--- src/rtl/dark_channel_atmos_est.sv ---
// Per-frame atmospheric light estimator: finds the brightest dark-channel pixel, clamps it and reports its position.
// Define ATMOS_TEMPORAL_SMOOTH_EN to add IIR smoothing of the estimate across frames (valid one cycle later).
module dark_channel_atmos_est #(
    parameter int ATMOS_MAX = 240,
    parameter int COORD_W   = 11
) (
    input  logic                   clk,
    input  logic                   rst,
    input  logic                   per_frame_vsync,
    input  logic                   per_frame_href,
    input  logic                   per_frame_clken,
    input  logic [7:0]             per_img,
    output logic [7:0]             atmos_light,
    output logic [COORD_W-1:0]     atmos_x,
    output logic [COORD_W-1:0]     atmos_y,
    output logic                   atmos_valid,
    output logic [2*COORD_W-1:0]   frame_pixels
);
    typedef enum logic [1:0] {IDLE, ACCUM, LATCH} state_t;

    localparam logic [COORD_W-1:0]   COORD_SAT = '1;
    localparam logic [COORD_W-1:0]   COORD_ONE = COORD_W'(1);
    localparam logic [2*COORD_W-1:0] CNT_SAT   = '1;
    localparam logic [2*COORD_W-1:0] CNT_ONE   = (2*COORD_W)'(1);
    localparam logic [7:0]           A_MAX     = 8'(ATMOS_MAX);

    state_t                 state, state_nxt;
    logic                   vsync_d1, href_d1, armed, line_act;
    logic [7:0]             run_max, a_clamped;
    logic [COORD_W-1:0]     run_x, run_y, x_cnt, y_cnt;
    logic [2*COORD_W-1:0]   pix_cnt;
    logic                   vsync_rise, vsync_fall, href_fall, pix_valid;

    // armed stays low until vsync is seen low after reset, so a frame in flight at reset is not mistaken for a new one
    assign vsync_rise = per_frame_vsync & ~vsync_d1 & armed;
    assign vsync_fall = ~per_frame_vsync & vsync_d1;
    assign href_fall  = ~per_frame_href & href_d1;
    assign pix_valid  = per_frame_vsync & per_frame_href & per_frame_clken;
    assign a_clamped  = (run_max > A_MAX) ? A_MAX : run_max;

    always_ff @(posedge clk) begin
        if (rst) begin
            state <= IDLE;
        end else begin
            state <= state_nxt;
        end
    end

    // LATCH re-arms straight into ACCUM when the next frame starts after a single low vsync cycle
    always_comb begin
        state_nxt = state;
        case (state)
            IDLE:    if (vsync_rise) state_nxt = ACCUM;
            ACCUM:   if (vsync_fall) state_nxt = LATCH;
            LATCH:   state_nxt = vsync_rise ? ACCUM : IDLE;
            default: state_nxt = IDLE;
        endcase
    end

    always_ff @(posedge clk) begin
        if (rst) begin
            vsync_d1 <= 1'b0;
            href_d1  <= 1'b0;
            armed    <= 1'b0;
            line_act <= 1'b0;
            run_max  <= '0;
            run_x    <= '0;
            run_y    <= '0;
            x_cnt    <= '0;
            y_cnt    <= '0;
            pix_cnt  <= '0;
        end else begin
            vsync_d1 <= per_frame_vsync;
            href_d1  <= per_frame_href;
            armed    <= armed | ~per_frame_vsync;
            if (vsync_rise) begin
                run_max  <= pix_valid ? per_img : 8'd0;
                run_x    <= '0;
                run_y    <= '0;
                x_cnt    <= pix_valid ? COORD_ONE : '0;
                y_cnt    <= '0;
                pix_cnt  <= pix_valid ? CNT_ONE : '0;
                line_act <= pix_valid;
            end else if (state == ACCUM) begin
                if (pix_valid) begin
                    if (pix_cnt == '0 || per_img > run_max) begin
                        run_max <= per_img;
                        run_x   <= x_cnt;
                        run_y   <= y_cnt;
                    end
                    x_cnt    <= (x_cnt == COORD_SAT) ? x_cnt : x_cnt + COORD_ONE;
                    pix_cnt  <= (pix_cnt == CNT_SAT) ? pix_cnt : pix_cnt + CNT_ONE;
                    line_act <= 1'b1;
                end
                if (href_fall) begin
                    x_cnt    <= '0;
                    line_act <= 1'b0;
                    if (line_act && y_cnt != COORD_SAT) y_cnt <= y_cnt + COORD_ONE;
                end
            end
        end
    end

`ifdef ATMOS_TEMPORAL_SMOOTH_EN
    logic       a_loaded;
    logic [9:0] a_sum;

    assign a_sum = 10'(atmos_light) * 10'd3 + 10'(a_clamped);

    // Results are taken during LATCH; the first estimate after reset bypasses the filter
    always_ff @(posedge clk) begin
        if (rst) begin
            atmos_light  <= '0;
            atmos_x      <= '0;
            atmos_y      <= '0;
            atmos_valid  <= 1'b0;
            frame_pixels <= '0;
            a_loaded     <= 1'b0;
        end else begin
            atmos_valid <= 1'b0;
            if (state == LATCH && pix_cnt != '0) begin
                atmos_light  <= a_loaded ? a_sum[9:2] : a_clamped;
                a_loaded     <= 1'b1;
                atmos_x      <= run_x;
                atmos_y      <= run_y;
                frame_pixels <= pix_cnt;
                atmos_valid  <= 1'b1;
            end
        end
    end
`else
    // Results are loaded on the edge that enters LATCH, so valid coincides with the LATCH cycle
    always_ff @(posedge clk) begin
        if (rst) begin
            atmos_light  <= '0;
            atmos_x      <= '0;
            atmos_y      <= '0;
            atmos_valid  <= 1'b0;
            frame_pixels <= '0;
        end else begin
            atmos_valid <= 1'b0;
            if (state == ACCUM && vsync_fall && pix_cnt != '0) begin
                atmos_light  <= a_clamped;
                atmos_x      <= run_x;
                atmos_y      <= run_y;
                frame_pixels <= pix_cnt;
                atmos_valid  <= 1'b1;
            end
        end
    end
`endif

endmodule

--- config.mk ---
export PLATFORM = sky130hd
export DESIGN_NAME = dark_channel_atmos_est
export DESIGN_NICKNAME = d
export VERILOG_FILES = /design/src/rtl/dark_channel_atmos_est.sv
export SDC_FILE = /design/constraint.sdc
export NUM_CORES = 1
export LEC_CHECK = 0
export CORE_AREA = 5 5 107 109
export CTS_CLUSTER_DIAMETER = 200
export DETAILED_ROUTE_END_ITERATION = 16
export DIE_AREA = 0 0 112 114
export PLACE_DENSITY_LB_ADDON = 0.3
export REMOVE_ABC_BUFFERS = 1
export SLEW_MARGIN = 15
export SYNTH_ARGS = -nofsm -noshare
export SYNTH_HDL_FRONTEND = slang
export SYNTH_SLANG_ARGS = --single-unit
--- constraint.sdc ---
create_clock -name clk -period 2.43 [get_ports clk]
set_input_delay 0.6075 -clock clk [delete_from_list [all_inputs] [get_ports clk]]
set_output_delay 0.6075 -clock clk [all_outputs]
set_load 0.005 [all_outputs]
# Word level (Yosys, flattened, before mapping)
# Cells that the tools add are included.
dict set report op_classes {
  eq_ne 9
  n_reduce_logical 19
  bitwise_logic 10
  add_sub_neg 3
  div 0
  shifts 0
  n_mux 26
  order_cmp 2
  multipliers 0
}
# op n
set op_table {}
lappend op_table {{$mux W22} 4}
lappend op_table {{$mux W11} 5}
lappend op_table {{$mux W8} 6}
lappend op_table {{$add A11 B1 Y11 const B} 2}
lappend op_table {{$add A22 B1 Y22 const B} 1}
lappend op_table {{$eq A22 B22 Y1 const B} 1}
lappend op_table {{$logic_not A22 Y1} 1}
lappend op_table {{$reduce_bool A22 Y1} 1}
lappend op_table {{$reduce_and A3 Y1} 5}
lappend op_table {{$eq A11 B11 Y1 const B} 1}
lappend op_table {{$ne A11 B11 Y1 const B} 1}
lappend op_table {{$gt A8 B8 Y1} 1}
lappend op_table {{$gt A8 B8 Y1 const B} 1}
lappend op_table {{$mux W1} 8}
lappend op_table {{$and A1 B1 Y1} 6}
lappend op_table {{$ne A2 B2 Y1 const B} 3}
lappend op_table {{$pmux W2 S3} 1}
lappend op_table {{$reduce_bool A2 Y1} 3}
lappend op_table {{$mux W2} 2}
lappend op_table {{$reduce_and A2 Y1} 2}
lappend op_table {{$logic_and A1 B1 Y1} 3}
lappend op_table {{$ne A3 B3 Y1 const B} 1}
lappend op_table {{$not A1 Y1} 3}
lappend op_table {{$reduce_bool A3 Y1} 1}
lappend op_table {{6 further kinds} 6}
dict set report word_totals {
  latch_bits 0
  in_bits 13
  memories 0
  romBits 0
  ramBits 0
  out_inout_bits 53
  ff_bits 133
}

# Longest topological paths before layout
# Gate-level depths: netlist of the first run.
dict set report depth {
  depth_word 6
  mapped_depth 10
  ltp_nobuf 8
}

# Worst setup path after synthesis of the first run
# Ideal clock, no wire load.
dict set report synth_path {
  path_kind {input -> register}
  startpoint {input per_frame_vsync}
  endpoint {register x_cnt[3]}
  stages 8
  t_required_ps 2313
  arrival_time_ps 2027
  path_slack_ps 286
  path_cell_list {buf_2 -> and3b_1 -> clkbuf_1 -> a211oi_1 -> a21oi_1 -> nand4_1 -> xor2_1 -> nor2_1}
}
dict set report synth_between {
  elab_chain_len 4
}
# item line
set synth_rtl {}
lappend synth_rtl {{start: declaration} 9} ;# input logic per_frame_vsync,
lappend synth_rtl {{$and A1 B1 Y1, on equally long branches (2 in a row)} {35, 38}}
lappend synth_rtl {{$ne A3 B3 Y1 (no line) (tied with other cells)} --}
lappend synth_rtl {{$reduce_and A3 Y1 (no line)} --}
lappend synth_rtl {{end signal: assignment} 80} ;# x_cnt <= pix_valid ? COORD_ONE : '0;
lappend synth_rtl {{end signal: assignment} 91} ;# x_cnt <= (x_cnt == COORD_SAT) ? x_cnt : x_cnt + COORD_ONE;
lappend synth_rtl {{end: declaration} 30} ;# logic [COORD_W-1:0] run_x, run_y, x_cnt, y_cnt;
# Several ways; a longest one is shown, not always the timed one.
# A chain may end at the register's enable or synchronous reset.

# Worst setup path in the final report of the first run
dict set report layout_path {
  startpoint {input per_frame_clken}
  endpoint {register pix_cnt[18]}
}
dict set report layout_between {
  elab_chain_len 3
}
# item line
set layout_rtl {}
lappend layout_rtl {{start: declaration} 11} ;# input logic per_frame_clken,
lappend layout_rtl {{$and A1 B1 Y1} 38} ;# assign pix_valid = per_frame_vsync & per_frame_href & per_frame_clken;
lappend layout_rtl {{$reduce_bool A2 Y1 (no line)} --}
lappend layout_rtl {{$reduce_and A3 Y1 (no line)} --}
lappend layout_rtl {{end signal: assignment} 82} ;# pix_cnt <= pix_valid ? CNT_ONE : '0;
lappend layout_rtl {{end signal: assignment} 92} ;# pix_cnt <= (pix_cnt == CNT_SAT) ? pix_cnt : pix_cnt + CNT_ONE;
lappend layout_rtl {{end: declaration} 31} ;# logic [2*COORD_W-1:0] pix_cnt;
# Every way passes these cells.

==> flow_metrics.env, run 1 <==
export IMPL_outcome="finished clean"
export IMPL_firstDrtPassIters=5
export IMPL_worstMarginPinSlew_ns=0.617
export IMPL_r2r_start="run_max[7]$_SDFFE_PP0P_"
export IMPL_mappedNetlistArea_sq_um=5530
export IMPL_setup_tns_ns=0
export IMPL_die_x_um=112
export IMPL_wl_per_cell_um=14.9
export IMPL_diodes=0
export IMPL_cts_root_buffer="clkbuf_8"
export IMPL_cts_sinks=133
export IMPL_drv_cap=0
export IMPL_drc_errors=0
export IMPL_crit_arrival_ns=2.75
export IMPL_dpl_worst_slack_ns=-0.322
export IMPL_track_usage_pct=22.0
export IMPL_synth_seq_cells=133
export IMPL_antenna_found_initial=0
export IMPL_critical_path_max_fanout=8
export IMPL_multi_input_area_sq_um=2680
export IMPL_layout_common_cells="133 x dfxtp_1, 129 x nand2_1, 94 x a21oi_1, 64 x clkdlybuf4s50_1, 55 x nor2_1"
export IMPL_portBuffers=65
export IMPL_async_flop_share_pct=0
export IMPL_antenna_left=0
export IMPL_postLayoutCellArea_sq_um=7170
export IMPL_mostFrequentLayoutCell="dfxtp_1"
export IMPL_cts_setup_buffers=0
export IMPL_synth_edf_count=0
export IMPL_synth_cell_types=51
export IMPL_cts_tree="built"
export IMPL_p_per_area_nw_per_um2=688
export IMPL_start_kind="input pin"
export IMPL_ff_latch_area_sq_um=2660
export IMPL_min_period_ns=2.29
export IMPL_overflow=0
export IMPL_fin_crit_sh_pct=94.3
export IMPL_finalMaxSlewViolations=0
export IMPL_start_util_pct=52.6
export IMPL_ctsResizeCount=0
export IMPL_total_power_mw=4.93
export IMPL_crit_end="pix_cnt[18]$_SDFFE_PP0P_"
export IMPL_timing_fmax_mhz=436
export IMPL_hold_violations=0
export IMPL_synth_seq_area_share_pct=48.1
export IMPL_ios=66
export IMPL_dp_cells=884
export IMPL_nets=788
export IMPL_final_cells=916
export IMPL_die_h_um=114
export IMPL_vias=5106
export IMPL_ys_warn_count=0
export IMPL_avgSynthCellArea_sq_um=8.13
export IMPL_netlist_instances=680
export IMPL_postLayoutSetupSlackWorst_ns=0.138
export IMPL_place_area_sq_um=6550
export IMPL_ctsHoldBuffers=0
export IMPL_r2r_cells=8
export IMPL_cts_made_buffers=17
export IMPL_htreeDepth=4
export IMPL_path_clk_slew_ns=0.06
export IMPL_endpoint_kind="flop"
export IMPL_area_growth_pct=29.6
export IMPL_leakage_nw=2.46
export IMPL_ff2ff_setup_slack_ns=0.22
export IMPL_coreArea_sq_um=10500
export IMPL_grt_setup_unrepaired="no"
export IMPL_rows=38
export IMPL_max_slew_margin_pct=58.8
export IMPL_layout_drive_gt1_share_pct=10.3
export IMPL_ys_flop_type="dfxtp_1"
export IMPL_r2r_end="run_max[2]$_SDFFE_PP0P_"
export IMPL_fill_cells=836
export IMPL_dr_first_iter_drc_count=316
export IMPL_grt_max_degree=46
export IMPL_routabilityCongestion=0.890
export IMPL_setup_worst_path_start="per_frame_clken"
export IMPL_drt_total_wl_um=13700
export IMPL_crit_type="in2reg"
export IMPL_dpl_hpwl_um=9310
export IMPL_holdCritPathClass="reg2reg"
export IMPL_clock_path_buffers=2
export IMPL_grt_pass1_vias=4907
export IMPL_min_from="run_x[5]$_SDFFE_PP0P_"
export IMPL_vias_per_cell=5.57
export IMPL_skew_ns=0.00571
export IMPL_grt_pass1_wl_um=23100
export IMPL_required_ns=2.88
export IMPL_die_area_sq_um=12800
export IMPL_ir_drop_uv=426
export IMPL_insertion_delay_ns=0.53
export IMPL_final_setup_viol_count=0
==> stage by stage <==
stage,hold slack (ns),util (%)
global placement,0.437,62.3
detailed placement,0.445,62.3
CTS,0.453,68.0
floorplan,0.422,-
global route,0.468,68.2
finish,0.447,68.2
==> metal layers <==
metal / track usage [%] / routed length, um / up-vias
li1: - / - / 2522
met1: 26.0 / 5880 / 2433
met2: 39.0 / 6870 / 129
met3: 4.56 / 646 / 22
met4: 9.13 / 273 / 0
met5: 0 / 0 / -
==> critical path, cell delays in order <==
cell,delay (ns)
clkdlybuf4s50_1,0.55
and4b_1,0.27
nand3_1,0.11
or4_1,0.68
or3_1,0.37
a21oi_1,0.15
==> cell type report <==
| cell class | instances | area share [%] |
|---|---|---|
| multi-input cells | 488 | 37.4 |
| flip-flops and latches | 133 | 37.2 |
| repair buffers | 102 | 13.6 |
| clock buffers | 20 | 6.22 |
| well taps | 140 | 2.44 |
| clock inverters | 12 | 2.13 |
| inverters | 21 | 1.10 |
==> cells in the mapped netlist (2+ instances only) <==
cell | count | area (sq um)
nor2b_1 | 3 | 18.8
nand3_1 | 41 | 205
nor4b_1 | 3 | 26.3
nand4_1 | 10 | 62.6
nor2_1 | 56 | 210
xnor2_1 | 16 | 140
ha_1 | 12 | 150
a21o_1 | 2 | 15.0
clkbuf_1 | 32 | 120
nor4_1 | 7 | 43.8
inv_1 | 21 | 78.8
nand2_1 | 129 | 484
nand2b_1 | 2 | 12.5
a32o_1 | 8 | 80.1
and3_1 | 6 | 37.5
nor3b_1 | 2 | 15.0
nand3b_1 | 2 | 15.0
a211oi_1 | 2 | 15.0
or4_1 | 2 | 15.0
dfxtp_1 | 133 | 2660
or3_1 | 7 | 43.8
nor3_1 | 12 | 60.1
buf_2 | 5 | 25.0
xor2_1 | 10 | 87.6
o211ai_1 | 2 | 15.0
o21ai_0 | 34 | 170
and4_1 | 4 | 35.0
a21oi_1 | 94 | 470
==> logic make-up (layout without fill, tap and decap cells) <==
family / after synthesis / after routing / share of synthesized area, %
buf+inv: 59 / 155 / 4.12
fa+ha+maj: 12 / 12 / 2.71
mux: 1 / 1 / 0.181
simple gates: 296 / 296 / 25.2
compound gates: 153 / 153 / 15.5
xor+xnor: 26 / 26 / 4.12
flops: 133 / 133 / 48.1
==> state kept, by name, indices dropped and copies added (netlist names) <==
signal        cells
y_cnt            11
atmos_valid       1
line_act          1
href_d1           1
frame_pixels     22
run_y            11
atmos_y          11
vsync_d1          1
state             2
run_max           8
armed             1
x_cnt            11
atmos_light       8
run_x            11
atmos_x          11
pix_cnt          22
==> report_power, final <==
group          switching (mW)  total, mW  internal (mW)  leakage (nW)
clock network           0.930       2.54           1.61         0.283
logic                   0.110      0.183         0.0733          1.10
registers              0.0120       2.20           2.19          1.07
==> worst min-delay path by stage <==
stage | end | slack, ns | depth (start not counted)
after floorplan | atmos_x[0]$_SDFFE_PP0P_ | 0.42 | 2
after global placement | atmos_y[10]$_SDFFE_PP0P_ | 0.44 | 2
after detailed placement | frame_pixels[20]$_SDFFE_PP0P_ | 0.45 | 2
after CTS | atmos_x[6]$_SDFFE_PP0P_ | 0.45 | 2
after global routing | atmos_x[6]$_SDFFE_PP0P_ | 0.47 | 2
final | atmos_x[5]$_SDFFE_PP0P_ | 0.45 | 2
Note: power is estimated with default switching activity, not from simulation.
==> inputs of run 2 (changes only) <==
--- a/config.mk
+++ b/config.mk
@@ -9,6 +9,7 @@
 export CTS_CLUSTER_DIAMETER = 200
 export DETAILED_ROUTE_END_ITERATION = 16
 export DIE_AREA = 0 0 112 114
+export GPL_ROUTABILITY_DRIVEN = 1
 export PLACE_DENSITY_LB_ADDON = 0.3
 export REMOVE_ABC_BUFFERS = 1
 export SLEW_MARGIN = 15
==> results of run 2 <==
No change in the layout: final DEF, timing and power equal those of run 1.
